**src/rtl/acc16_seq.sv**
```systemverilog
// Sequential accumulator controller with LOAD/ADD/SUB/MAC commands over valid/ready.
// Drives one 16-bit ripple add/sub stage (alu4) with the accumulator and the latched operand.

module alu4 #(
   parameter int WIDTH = 16
) (
   input  logic [WIDTH-1:0] in1,
   input  logic [WIDTH-1:0] in2,
   input  logic             opcode,
   output logic [WIDTH-1:0] sum
);
   logic [WIDTH-1:0] b_x;
   logic [WIDTH-1:0] carry;

   // Subtraction is in1 + ~in2 + 1, so opcode doubles as the carry-in.
   assign b_x      = in2 ^ {WIDTH{opcode}};
   assign carry[0] = opcode;

   generate
      for (genvar gi = 0; gi < WIDTH; gi++) begin : g_ripple
         assign sum[gi] = in1[gi] ^ b_x[gi] ^ carry[gi];
         if (gi < WIDTH - 1) begin : g_carry
            assign carry[gi+1] = (in1[gi] & b_x[gi]) | (carry[gi] & (in1[gi] ^ b_x[gi]));
         end
      end
   endgenerate
endmodule

module acc16_seq #(
   parameter int WIDTH = 16
) (
   input  logic             clk,
   input  logic             reset,
   input  logic             cmd_valid,
   output logic             cmd_ready,
   input  logic [1:0]       cmd_op,
   input  logic [WIDTH-1:0] cmd_operand,
   input  logic [3:0]       cmd_count,
   output logic [WIDTH-1:0] acc,
   output logic             done,
   output logic             zero,
   output logic             neg,
   output logic             ovf
);
   localparam logic [1:0] OP_LOAD = 2'b00;
   localparam logic [1:0] OP_SUB  = 2'b10;
   localparam logic [1:0] OP_MAC  = 2'b11;

   typedef enum logic [1:0] {
      S_IDLE = 2'b00,
      S_RUN  = 2'b01,
      S_DONE = 2'b10
   } state_t;

   state_t           state_q, state_d;
   logic [WIDTH-1:0] acc_q, acc_d;
   logic [WIDTH-1:0] operand_q, operand_d;
   logic [1:0]       op_q, op_d;
   logic [3:0]       cnt_q, cnt_d;
   logic             skip_q, skip_d;
   logic             ovf_q, ovf_d;

   logic             is_sub;
   logic [WIDTH-1:0] alu_res;
   logic [WIDTH-1:0] b_x;
   logic             ovf_hit;
   logic             accept;

   assign is_sub = (op_q == OP_SUB);

   alu4 #(.WIDTH(WIDTH)) u_alu (
      .in1    (acc_q),
      .in2    (operand_q),
      .opcode (is_sub),
      .sum    (alu_res)
   );

   // Signed overflow: both effective addends share a sign the result does not.
   assign b_x     = operand_q ^ {WIDTH{is_sub}};
   assign ovf_hit = (acc_q[WIDTH-1] == b_x[WIDTH-1]) && (alu_res[WIDTH-1] != acc_q[WIDTH-1]);

   assign cmd_ready = (state_q == S_IDLE) && !reset;
   assign accept    = cmd_valid && cmd_ready;

   always_comb begin
      state_d   = state_q;
      acc_d     = acc_q;
      operand_d = operand_q;
      op_d      = op_q;
      cnt_d     = cnt_q;
      skip_d    = skip_q;
      ovf_d     = ovf_q;
      case (state_q)
         S_IDLE: begin
            if (accept) begin
               op_d      = cmd_op;
               operand_d = cmd_operand;
               // MAC with count 0 still spends one RUN cycle, but leaves acc alone.
               skip_d    = (cmd_op == OP_MAC) && (cmd_count == 4'd0);
               cnt_d     = ((cmd_op == OP_MAC) && (cmd_count != 4'd0)) ? cmd_count : 4'd1;
               ovf_d     = 1'b0;
               state_d   = S_RUN;
            end
         end
         S_RUN: begin
            cnt_d = cnt_q - 4'd1;
            if (op_q == OP_LOAD) begin
               acc_d = operand_q;
            end else if (!skip_q) begin
               acc_d = alu_res;
               if (ovf_hit) begin
                  ovf_d = 1'b1;
               end
            end
            if (cnt_q == 4'd1) begin
               state_d = S_DONE;
            end
         end
         S_DONE: begin
            state_d = S_IDLE;
         end
         default: begin
            state_d = S_IDLE;
         end
      endcase
   end

   always_ff @(posedge clk) begin
      if (reset) begin
         state_q   <= S_IDLE;
         acc_q     <= '0;
         operand_q <= '0;
         op_q      <= 2'b00;
         cnt_q     <= 4'd0;
         skip_q    <= 1'b0;
         ovf_q     <= 1'b0;
      end else begin
         state_q   <= state_d;
         acc_q     <= acc_d;
         operand_q <= operand_d;
         op_q      <= op_d;
         cnt_q     <= cnt_d;
         skip_q    <= skip_d;
         ovf_q     <= ovf_d;
      end
   end

   assign acc  = acc_q;
   assign done = (state_q == S_DONE);
   assign zero = (acc_q == '0);
   assign neg  = acc_q[WIDTH-1];
   assign ovf  = ovf_q;
endmodule

```
**config.mk**
```make
export PLATFORM = sky130hd
export DESIGN_NAME = acc16_seq
export DESIGN_NICKNAME = d
export VERILOG_FILES = /design/src/rtl/acc16_seq.sv
export SDC_FILE = /design/constraint.sdc
export NUM_CORES = 1
export LEC_CHECK = 0
export BUFFER_PORTS_ARGS = -buffer_cell sky130_fd_sc_hd__buf_4
export CAP_MARGIN = 20
export CORE_ASPECT_RATIO = 0.6
export CORE_MARGIN = 2
export CORE_UTILIZATION = 35
export CTS_CLUSTER_DIAMETER = 100
export DETAILED_ROUTE_END_ITERATION = 8
export PLACE_DENSITY = 0.59
export SLEW_MARGIN = 20
export SYNTH_ARGS = -nofsm -noshare
export SYNTH_HDL_FRONTEND = slang
export SYNTH_SLANG_ARGS = --single-unit
export TNS_END_PERCENT = 100
```
**constraint.sdc**
```tcl
create_clock -name clk -period 7.3 [get_ports clk]
set_input_delay 0.365 -clock clk [delete_from_list [all_inputs] [get_ports clk]]
set_output_delay 0.365 -clock clk [all_outputs]
set_load 0.01 [all_outputs]
```
# After elaboration in Yosys (flattened, before gate mapping)
# Cells that the tools add are included.
[totals]
ff_bits = 42
latchBits = 0
mem_bits_rw = 0
romBits = 0
inputBits = 25
out_inout_bits = 21
word_cells = 129
memories = 0
[classes]
addsub = 1
multipliers = 0
n_div = 0
n_lt_le_gt_ge = 0
n_eq_ne = 13
shift = 0
n_mux = 13
bitwise = 78
reduce_logical = 17
[op_table]
columns = ["operator", "n"]
rows = [
  ["two-way mux 16 bit", 2],
  ["bitwise XOR 1 bit", 32],
  ["bitwise AND 1 bit", 30],
  ["logical NOT 16 bit", 1],
  ["bitwise XOR 16 bit", 1],
  ["OR 1 bit", 15],
  ["inequality test 2 bit (second input constant)", 5],
  ["two-way mux 4 bit", 2],
  ["case mux 4 bit (2 select lines)", 1],
  ["AND reduction 2 bit", 4],
  ["== test 2 bit (second input constant)", 3],
  ["logical AND 1 bit", 5],
  ["AND reduction 5 bit", 1],
  ["== test 4 x 1 -> 1 bit (second input constant)", 1],
  ["logical NOT 2 bit", 2],
  ["logical NOT 4 bit", 1],
  ["two-way mux 1 bit", 4],
  ["two-way mux 2 bit", 2],
  ["case mux 2 bit (2 select lines)", 1],
  ["nonzero test 4 bit", 1],
  ["subtractor 4 x 1 -> 4 bit (second input constant)", 1],
  ["== test 2 x 1 -> 1 bit (second input constant)", 1],
  ["inequality test 2 x 1 -> 1 bit (second input constant)", 1],
  ["case mux 1 bit (2 select lines)", 1],
  ["other kinds (4)", 4],
]

# Longest topological paths before layout
[depth]
ltp_word = 40
ltp_mapped = 24
depth_no_buf = 22

# Hierarchy
# From an unflattened synthesis, not the netlist that was laid out.
[unflattened]
hier_cells = 298
area_unflattened_um2 = 2512.4
[by_module_without_submodules]
columns = ["mod", "instances", "cells_per_inst", "area_each_um2", "seq_area_each_um2"]
rows = [
  ["acc16_seq", 1, 236, 1928.1, 840.8],
  ["alu4", 1, 62, 584.3, 0.0],
]

# Worst setup path after synthesis
# OpenSTA, ideal clock, no wires.
[synth_timing]
path_kind = "flip-flop to flip-flop"
start = "reg op_q[1]"
end = "reg acc_q[15] (netlist: acc[15])"
setup_ps = 95
arrival_ps = 6606
required_ps = 7205
path_slack_ps = 599
path_stages_with_launch = 25
path_buffers = 2
synth_period_minus_slack_ps = 6701
path_cell_list = "dfxtp_1 > nor2b_1 > buf_2 > buf_2 > xnor2_1 > fa_1 > fa_1 > fa_1 > fa_1 > fa_1 > fa_1 > fa_1 > fa_1 > inv_1 > fa_1 > fa_1 > fa_1 > inv_1 > fa_1 > fa_1 > fa_1 > xor2_1 > mux2i_1 > or4_1 > o311ai_1"
[synth_via]
elab_chain_cells = 36
elab_cells_between_ends = 69
classes_between = "2 x eq/ne; 2 x mux; 63 x bitwise; 2 x reduce/logical"
[synth_lines]
columns = ["element", "line_no", "rtl"]
rows = [
  ["from (decl)", "58", "logic [1:0] op_q, op_d;"],
  ["from (signal assigned)", "141", "op_q <= op_d;"],
  ["== test 2 bit", "69", "assign is_sub = (op_q == OP_SUB);"],
  ["bitwise XOR 16 bit", "16", "assign b_x = in2 ^ {WIDTH{opcode}};"],
  ["bitwise XOR 1 bit", "23", "assign carry[gi+1] = (in1[gi] & b_x[gi]) | (carry[gi] & (in1[gi] ^ b_x[gi]));"],
  ["bitwise AND 1 bit", "23", ""],
  ["OR 1 bit", "23", ""],
  ["bitwise AND 1 bit", "23", ""],
  ["OR 1 bit", "23", ""],
  ["bitwise AND 1 bit", "23", ""],
  ["[20 not listed]", "n/a", ""],
  ["OR 1 bit", "23", ""],
  ["bitwise AND 1 bit", "23", ""],
  ["OR 1 bit", "23", ""],
  ["bitwise AND 1 bit", "23", ""],
  ["OR 1 bit", "23", ""],
  ["bitwise XOR 1 bit", "21", "assign sum[gi] = in1[gi] ^ b_x[gi] ^ carry[gi];"],
  ["two-way mux 16 bit", "109", "end else if (!skip_q) begin"],
  ["two-way mux 16 bit", "107", "if (op_q == OP_LOAD) begin"],
  ["to (signal assigned)", "131", "acc_q <= '0;"],
  ["to (signal assigned)", "139", "acc_q <= acc_d;"],
  ["to (decl)", "56", "logic [WIDTH-1:0] acc_q, acc_d;"],
]
# Parallel ways exist; a longest one is shown, timed or not. The select of a mux whose other input is x is not followed.
# A chain may end at the register's enable or synchronous reset.

# Worst setup path after layout
# Same ends and word-level chain as after synthesis.

==> flow_summary.json <==
{
  "first_pass_iters": 4,
  "yosys.area.top_type_share_pct": 35.3,
  "die_h_um": 67.9,
  "grt_max_degree": 48,
  "pin_count": 46,
  "seqPwrFrac_pct": 42.5,
  "dieWidth_um": 110,
  "grt_antenna_before_repair": 0,
  "port_buffers": 45,
  "htreeDepth": 2,
  "tightest_slew_ps": 952,
  "synth-seq-area-share_pct": 35.3,
  "finalNetCount": 361,
  "setup_viol": 0,
  "crit_chain": "nor2b_1 > xnor2_1 > fa_1 > fa_1 > fa_1 > fa_1 > fa_1 > fa_1 > fa_1 > fa_1 > inv_1 > fa_1 > fa_1 > fa_1 > inv_1 > fa_1 > fa_1 > fa_1 > xor2_1 > mux2i_1 > or4_1 > o311ai_1",
  "ys_warn_count": 0,
  "drc": 0,
  "drive_above_1_share_pct": 17.1,
  "crit_slowest_cell": "fa_1",
  "cp_top_family": "adder cells",
  "avgSynthCellArea_um2": 8.32,
  "crit_buf_inv": 2,
  "p_switching_w": 0.000188,
  "cpPeakStageDelay_ps": 430,
  "cp_max_fo": 5,
  "post_cts_resize_count": 0,
  "synth_nets": 327,
  "clock.fmax_ghz": 0.149,
  "track_usage_pct": 16.6,
  "period_needed_ps": 6720,
  "grt_pass1_wl_um": 9770,
  "p_leak_nw": 1.04,
  "synth.distinct_cells": 40,
  "fillers": 659,
  "vias": 2010,
  "gp_routability_congestion": 0.817,
  "synth_most_common_cell": "nand2_1",
  "cp_data_arrival_time_ps": 6920,
  "cts_tree": "yes",
  "drv_cap": 0,
  "fin_tns_setup_ps": 0,
  "synth_area_mm2": 0.00238,
  "skew_ps": 6.95,
  "wirelength_um": 5890,
  "start_util_pct": 35.9,
  "cts_hold_buf": 0,
  "async_flop_share_pct": 0,
  "fin_crit_sh_pct": 92.1,
  "cts_setup_buffers": 0,
  "vias_per_cell": 4.93,
  "hp-class": "in2reg",
  "intPower_w": 0.000444,
  "critPathLaunchType": "register",
  "combPwrFrac_pct": 22.1,
  "final-max-slew-violation-count": 0,
  "synth_seq_cells": 42,
  "die_area_mm2": 0.00749,
  "maxSlewHeadroom_pct": 36.5,
  "synth_top_cell_by_area": "dfxtp_1",
  "ir_drop_mv": 0.0953,
  "end_kind": "register",
  "path_common_cell": "fa_1",
  "clockPowerShare_pct": 35.4,
  "powerDensity_mw_per_mm2": 219,
  "wl_per_cell_um": 14.4,
  "grt_pass1_vias": 1892,
  "drt_iter0_markers": 86,
  "core_mm2": 0.00662,
  "hpwl_um": 4110,
  "place_area_mm2": 0.00273,
  "synth_edf_count": 0,
  "rows": 23,
  "clk_latency_ps": 280,
  "cp.required_ps": 7490,
  "root_buffer": "clkbuf_16",
  "hold_viol_final": 0,
  "final_cell_area_mm2": 0.00288,
  "synth_cells": 286,
  "numCtsBuffers": 5,
  "overflow": 0,
  "n_antenna_cell": 0,
  "ys.flop_type": "dfxtp_1",
  "rsz0062_at_grt": "no",
  "syn2layout_area_growth_pct": 21.1,
  "cts.sinks": 42,
  "ant_nets": 0,
  "switching_share_pct": 29.8,
  "crit_type": "reg2reg",
  "status": "complete, no violations",
  "synthTopCellsByArea": "dfxtp_1 (35%), fa_1 (12%), nand2_1 (11%)",
  "synth_commonest_cells": "nand2_1 (68), dfxtp_1 (42), a21oi_1 (32), inv_1 (16)",
  "cts_buffer_depth": 2,
  "clk_pin_slew_ps": 60
}
==> path summary, 6_finish.rpt <==
path / start / endpoint / slack, ps / cells past startpoint
min: cmd_operand[15] / operand_q[15] / 320 / 3
max: op_q[1] / acc[15] / 580 / 22
min reg2reg: operand_q[14] / operand_q[14] / 490 / 2
max reg2reg: op_q[1] / acc[15] / 580 / 22
==> cell usage in the layout, fill, tap and decap left out, types with 2 or more instances in the layout <==
cell type,instances
a21oi_1,32
nor3_1,7
nor2b_1,4
a22oi_1,3
nand2_1,68
nand2b_1,2
and2_1,2
xnor2_1,12
fa_1,14
nor3b_1,2
o21ai_0,2
clkbuf_16,5
ha_1,2
dfxtp_1,42
inv_1,16
xor2_1,5
o211ai_1,11
nand4b_1,2
mux2i_1,4
buf_4,47
nor2_1,14
a311oi_1,3
nor4_1,5
==> per-layer routing <==
| metal | GRT usage [%] | routed length, um | up-vias |
|---|---|---|---|
| met5 | 0 | 0 | - |
| met4 | 5.16 | 76 | 0 |
| met3 | 3.37 | 271 | 7 |
| met2 | 25.2 | 2410 | 44 |
| met1 | 23.9 | 3130 | 933 |
| li1 | - | - | 1026 |
==> metrics by stage <==
step                total power (W)  hold WS, ps  worst slack [ps]  std cells  util [%]
global placement           0.000413          477               737        400      41.3
detailed placement         0.000413          483               572        400      41.3
finish                     0.000632          322               575        408      43.5
CTS                        0.000636          323               556        408      43.5
floorplan                  0.000365          457               599        286         -
global route               0.000668          329               252        408      43.5
==> flip-flops by register name (all words and copies together) (netlist names) <==
name,cells
op_q,2
skip_q,1
state_q,2
acc,16
ovf,1
operand_q,16
cnt_q,4
==> worst min-delay path, stage by stage <==
cell and delay, ps:
buf_4 110, nand2_1 40, a21oi_1 50
==> area by class of cell <==
class                   count  area [um2]  area share (%)
multi-input cells         208        1370            47.6
flip-flops and latches     42         841            29.2
repair buffers             47         353            12.3
clock buffers               7         143            4.95
well taps                  87         109            3.78
inverters                  16        60.1            2.09
clock inverters             1        5.00           0.174
==> cell families after synthesis <==
kind of cell             after synthesis  share of synthesized area (%)
XOR/XNOR                              17                           6.26
AO/OA/AOI/OAI                         59                           15.7
flip-flops                            42                           35.3
adder cells (fa/ha/maj)               16                           12.8
multiplexers                           4                           1.68
AND/OR/NAND/NOR                      112                           21.1
buffers and inverters                 36                           7.05
==> power groups by stage <==
stage | clock, W | combinational [W] | sequential (W)
CTS | 0.000227 | 0.000141 | 0.000268
global route | 0.000238 | 0.000159 | 0.000271
detailed placement | 0 | 0.000140 | 0.000273
global placement | 0 | 0.000140 | 0.000273
finish | 0.000224 | 0.000140 | 0.000269
floorplan | 0 | 0.0000972 | 0.000267
No activity file was read; power rests on OpenSTA's default activity.
